[src/rtl/add_pipe.sv]
// Pipelined adder/incrementer: a WIDTH-bit add split into STAGES chunks, one chunk
// per clock, with the carry rippling stage to stage under a global-stall handshake.
module add_pipe #(
    parameter int WIDTH  = 16,
    parameter int STAGES = 4
) (
    input  logic             clock,
    input  logic             reset,
    input  logic             in_valid,
    output logic             in_ready,
    input  logic [1:0]       mode,
    input  logic [WIDTH-1:0] a,
    input  logic [WIDTH-1:0] b,
    output logic             out_valid,
    input  logic             out_ready,
    output logic [WIDTH-1:0] sum,
    output logic             carry,
    output logic             overflow
);

    localparam int CW = WIDTH / STAGES;

    logic             advance;
    logic [WIDTH-1:0] bp_in;
    logic             cin_in;
    logic             ovf_q;

    // Operand prep: every mode reduces to a + b' + cin
    always_comb begin
        bp_in  = '0;
        cin_in = 1'b0;
        case (mode)
            2'b00:   bp_in = b;
            2'b01:   cin_in = 1'b1;
            2'b10: begin
                bp_in  = ~b;
                cin_in = 1'b1;
            end
            default: ;
        endcase
    end

    // Stage k: w carries a with chunks 0..k-1 already replaced by sum bits;
    // bp only keeps the b' chunks that have not been consumed yet.
    for (genvar k = 0; k < STAGES; k++) begin : g_stage
        localparam int RB = WIDTH - k * CW;

        logic [WIDTH-1:0] w_src;
        logic [WIDTH-1:0] w_nxt;
        logic [WIDTH-1:0] w_q;
        logic [RB-1:0]    bp_src;
        logic             c_src;
        logic             v_src;
        logic             c_q;
        logic             v_q;
        logic [CW:0]      part;

        if (k == 0) begin : g_entry
            assign w_src  = a;
            assign bp_src = bp_in;
            assign c_src  = cin_in;
            assign v_src  = in_valid;
        end else begin : g_link
            assign w_src  = g_stage[k-1].w_q;
            assign bp_src = g_stage[k-1].g_mid.bp_q;
            assign c_src  = g_stage[k-1].c_q;
            assign v_src  = g_stage[k-1].v_q;
        end

        always_comb begin
            part = {1'b0, w_src[k*CW +: CW]} + {1'b0, bp_src[CW-1:0]} + {{CW{1'b0}}, c_src};
            w_nxt = w_src;
            w_nxt[k*CW +: CW] = part[CW-1:0];
        end

        always_ff @(posedge clock) begin
            if (reset)
                v_q <= 1'b0;
            else if (advance)
                v_q <= v_src;
        end

        if (k < STAGES - 1) begin : g_mid
            logic [RB-CW-1:0] bp_q;

            always_ff @(posedge clock) begin
                if (advance) begin
                    w_q  <= w_nxt;
                    bp_q <= bp_src[RB-1:CW];
                    c_q  <= part[CW];
                end
            end
        end else begin : g_last
            // Output stage: only real results load, so bubbles leave the last value visible
            always_ff @(posedge clock) begin
                if (reset) begin
                    w_q   <= '0;
                    c_q   <= 1'b0;
                    ovf_q <= 1'b0;
                end else if (advance && v_src) begin
                    w_q   <= w_nxt;
                    c_q   <= part[CW];
                    ovf_q <= (w_src[WIDTH-1] == bp_src[CW-1]) && (part[CW-1] != w_src[WIDTH-1]);
                end
            end
        end
    end

    assign out_valid = g_stage[STAGES-1].v_q;
    assign advance   = !out_valid || out_ready;
    assign in_ready  = advance;
    assign sum       = g_stage[STAGES-1].w_q;
    assign carry     = g_stage[STAGES-1].c_q;
    assign overflow  = ovf_q;

endmodule
[config.mk]
export PLATFORM = sky130hd
export DESIGN_NAME = add_pipe
export DESIGN_NICKNAME = d
export VERILOG_FILES = /design/src/rtl/add_pipe.sv
export SDC_FILE = /design/constraint.sdc
export NUM_CORES = 1
export LEC_CHECK = 0
export ABC_AREA = 1
export CORE_ASPECT_RATIO = 1.1
export CORE_MARGIN = 2
export CORE_UTILIZATION = 62
export CTS_CLUSTER_SIZE = 14
export DETAILED_ROUTE_END_ITERATION = 12
export DONT_BUFFER_PORTS = 1
export GPL_TIMING_DRIVEN = 0
export PLACE_DENSITY = 0.78
export SETUP_SLACK_MARGIN = 0.4
export SLEW_MARGIN = 20
export SYNTH_ARGS = -nofsm -noshare
export SYNTH_HDL_FRONTEND = slang
export SYNTH_SLANG_ARGS = --single-unit
[constraint.sdc]
create_clock -name clock -period 2.43 [get_ports clock]
set_input_delay 0.486 -clock clock [delete_from_list [all_inputs] [get_ports clock]]
set_output_delay 0.486 -clock clock [all_outputs]
set_load 0.01 [all_outputs]
==> impl_metrics.tcl <==
set metrics [dict create \
    path_class "input pin to flop" \
    worstPathCellList "inv_1 > ha_1 > inv_1 > clkbuf_2 > o21ai_0 > ha_1 > a21oi_1 > o21ai_0 > xor2_1" \
    antenna_found_initial 0 \
    path_max_fanout 10 \
    power_per_cell_area_nw_per_um2 789 \
    cp-end-kind "flop" \
    drv_cap 0 \
    cpPeakStageDelay_ps 340 \
    fin_nets 364 \
    timing.final.ws_setup_ps 610 \
    antenna_cells 0 \
    path_buf_inv 3 \
    fp-row-count 30 \
    rsz0062_at_grt "no" \
    die_x_um 79.1 \
    antenna_left 0 \
    cts_made_buffers 9 \
    grt_pass1_wl_um 8220 \
    hp-class "input pin to flop" \
    r2r_setup_slack_ps 800 \
    coreArea_um2 6080 \
    vdd_ir_drop_max_mv 0.406 \
    place.port_buffers 0 \
    cpMaxStageDelayCell "ha_1" \
    hold_buffers 0 \
    clock_skew_ps 12.0 \
    grt_max_degree 82 \
    syn-num-nets 353 \
    grt_use_total_pct 16.0 \
    ys_ff_latch 97 \
    path_delay_family "adder cells" \
    routed_wl_um 5010 \
    cts.sink_count 97 \
    drive_gt1_share_pct 8.41 \
    via_per_inst 5.12 \
    tightest_slew_ps 618 \
    path_clk_slew_ps 80 \
    slew_headroom_pct 58.8 \
    grt_pass1_vias 2008 \
    period_needed_ps 1820 \
    clock-root-buffer "clkbuf_8" \
    synth.distinct_cells 23 \
    syn_inst 293 \
    die_area_um2 6850 \
    ys_warn_count 0 \
    slew_violations 0 \
    hold_violations 0 \
    synth_area_um2 3840 \
    initial_core_util_pct 63.2 \
    gp_congestion 0.825 \
    totalNegativeSetupSlack_ps 0 \
    via_count 1990 \
    cts_buffer_depth 2 \
    dpl_worst_slack_ps 228 \
    io_pins 58 \
    leakagePower_uw 0.00166 \
    dr.pass1.iters 5 \
    cts_htree_levels 3 \
    postCtsSetupBuffers 0 \
    gr-total-overflow 0 \
    drcViolationCount 0 \
    crit_arrival_ps 1920 \
    startpoint_type "input pin" \
    routedWlPerCell_um 12.9 \
    drt-initial-drc-count 87 \
    required_ps 2530 \
    syn-mean-instance-area_um2 13.1 \
    timing.final.crit_share_pct 74.9 \
    cts_tree "yes" \
    status "finished, final reports clean" \
    dieHeight_um 86.6 \
    syn_to_final_growth_pct 7.71 \
    ys_seq_area_share_pct 70.1 \
    worstSkewPairLatency_ps 350 \
    fmax_ghz 0.549 \
    hpwl_um 3440 \
    finalSetupViolations 0 \
]
## cell usage in the layout (no fill, tap or decap), drive strengths merged
cell,n
inv,34
fa,8
buf,4
xor2,4
dfxtp,22
clkinv,5
nor2,33
xnor2,3
nand3,6
nand2,35
edfxtp,75
clkbuf,11
clkinvlp,1
ha,14
o21ai,40
a21oi,14
## synth_stat cells
cell type / number / area, µm²
edfxtp_1: 75 / 2250
dfxtp_1: 22 / 440
buf_2: 1 / 5.00
xnor2_1: 3 / 26.3
o21ai_1: 1 / 5.00
a21oi_1: 14 / 70.1
o21ai_0: 39 / 195
nand3_1: 6 / 30.0
clkbuf_1: 1 / 3.75
buf_1: 1 / 3.75
nand2_8: 1 / 20.0
clkinv_2: 1 / 5.00
buf_8: 1 / 15.0
fa_1: 8 / 160
nand2_1: 33 / 124
inv_1: 32 / 120
buf_6: 1 / 11.3
nand2_4: 1 / 11.3
nor2_2: 1 / 6.26
xor2_1: 4 / 35.0
nor2_1: 32 / 120
inv_6: 1 / 8.76
ha_1: 14 / 175
## final cells by class
cell class	count	area (µm²)
Buffer	5	40.0
Tap cell	80	100
Clock buffer	10	128
Multi-Input combinational cell	157	1000
Sequential cell	97	2690
Inverter	34	134
Fill cell	453	1940
Clock inverter	6	43.8
## per-stage QoR
step / hold slack, ps / utilization, % / cells / total power (µW) / instance area [µm²]
detailed placement: 405 / 65.1 / 373 / 2410 / 3960
floorplan: 400 / - / 293 / 2340 / 3860
finish: 197 / 68.1 / 389 / 3270 / 4140
global route: 169 / 68.1 / 389 / 3440 / 4140
global placement: 403 / 65.1 / 373 / 2390 / 3960
CTS: 180 / 67.9 / 389 / 3300 / 4130
## worst paths after layout
path / to / cells past startpoint / startpoint
worst max-delay path: g_stage[0].w_q[3]$_DFFE_PN_ / 9 / mode[0]
worst min-delay path: out_valid$_SDFFE_PP0N_ / 1 / reset
worst max register to register: g_stage[1].w_q[6]$_DFFE_PN_ / 4 / g_stage[0].w_q[4]$_DFFE_PN_
worst min register to register: g_stage[2].w_q[2]$_DFFE_PN_ / 0 / g_stage[1].w_q[2]$_DFFE_PN_
## timing repair
action	4_1_cts	5_1_grt
resized for setup	0	1
setup endpoints to repair	0	5
endpoints found under the hold margin	0	0
## where the power goes
group | switching (µW) | internal [µW] | leakage [µW]
logic | 160 | 114 | 0.000578
clock network | 517 | 376 | 0.0000866
registers | 70.5 | 2030 | 0.000997
total | 748 | 2520 | 0.00166
## registers in the layout (all words and copies together) (netlist names)
register            count
sum                    16
g_stage.w_q            48
overflow                1
g_stage.c_q             3
carry                   1
g_stage.v_q             3
out_valid               1
g_stage.g_mid.bp_q     24
## kinds of logic after synthesis
kind of cell / count (synthesis) / share of synthesized area (%)
buf+inv: 39 / 4.49
simple gates: 74 / 8.11
flops: 97 / 70.1
compound gates: 54 / 7.03
fa+ha+maj: 22 / 8.72
xor+xnor: 7 / 1.60
## worst register-to-register path: stages, from the launching register on
cell      delay (ps)
edfxtp_1         320
inv_1             50
fa_1             460
fa_1             430
xnor2_1          140
## per-layer routing
layer,global-route usage (%),vias to the layer above,part of all wire (%)
li1,-,1018,-
met1,17.3,895,44
met2,26.7,67,47
met3,5.83,10,7.0
met4,10.5,0,2.2
met5,0,-,0
Power figures use the tool's default switching activity.
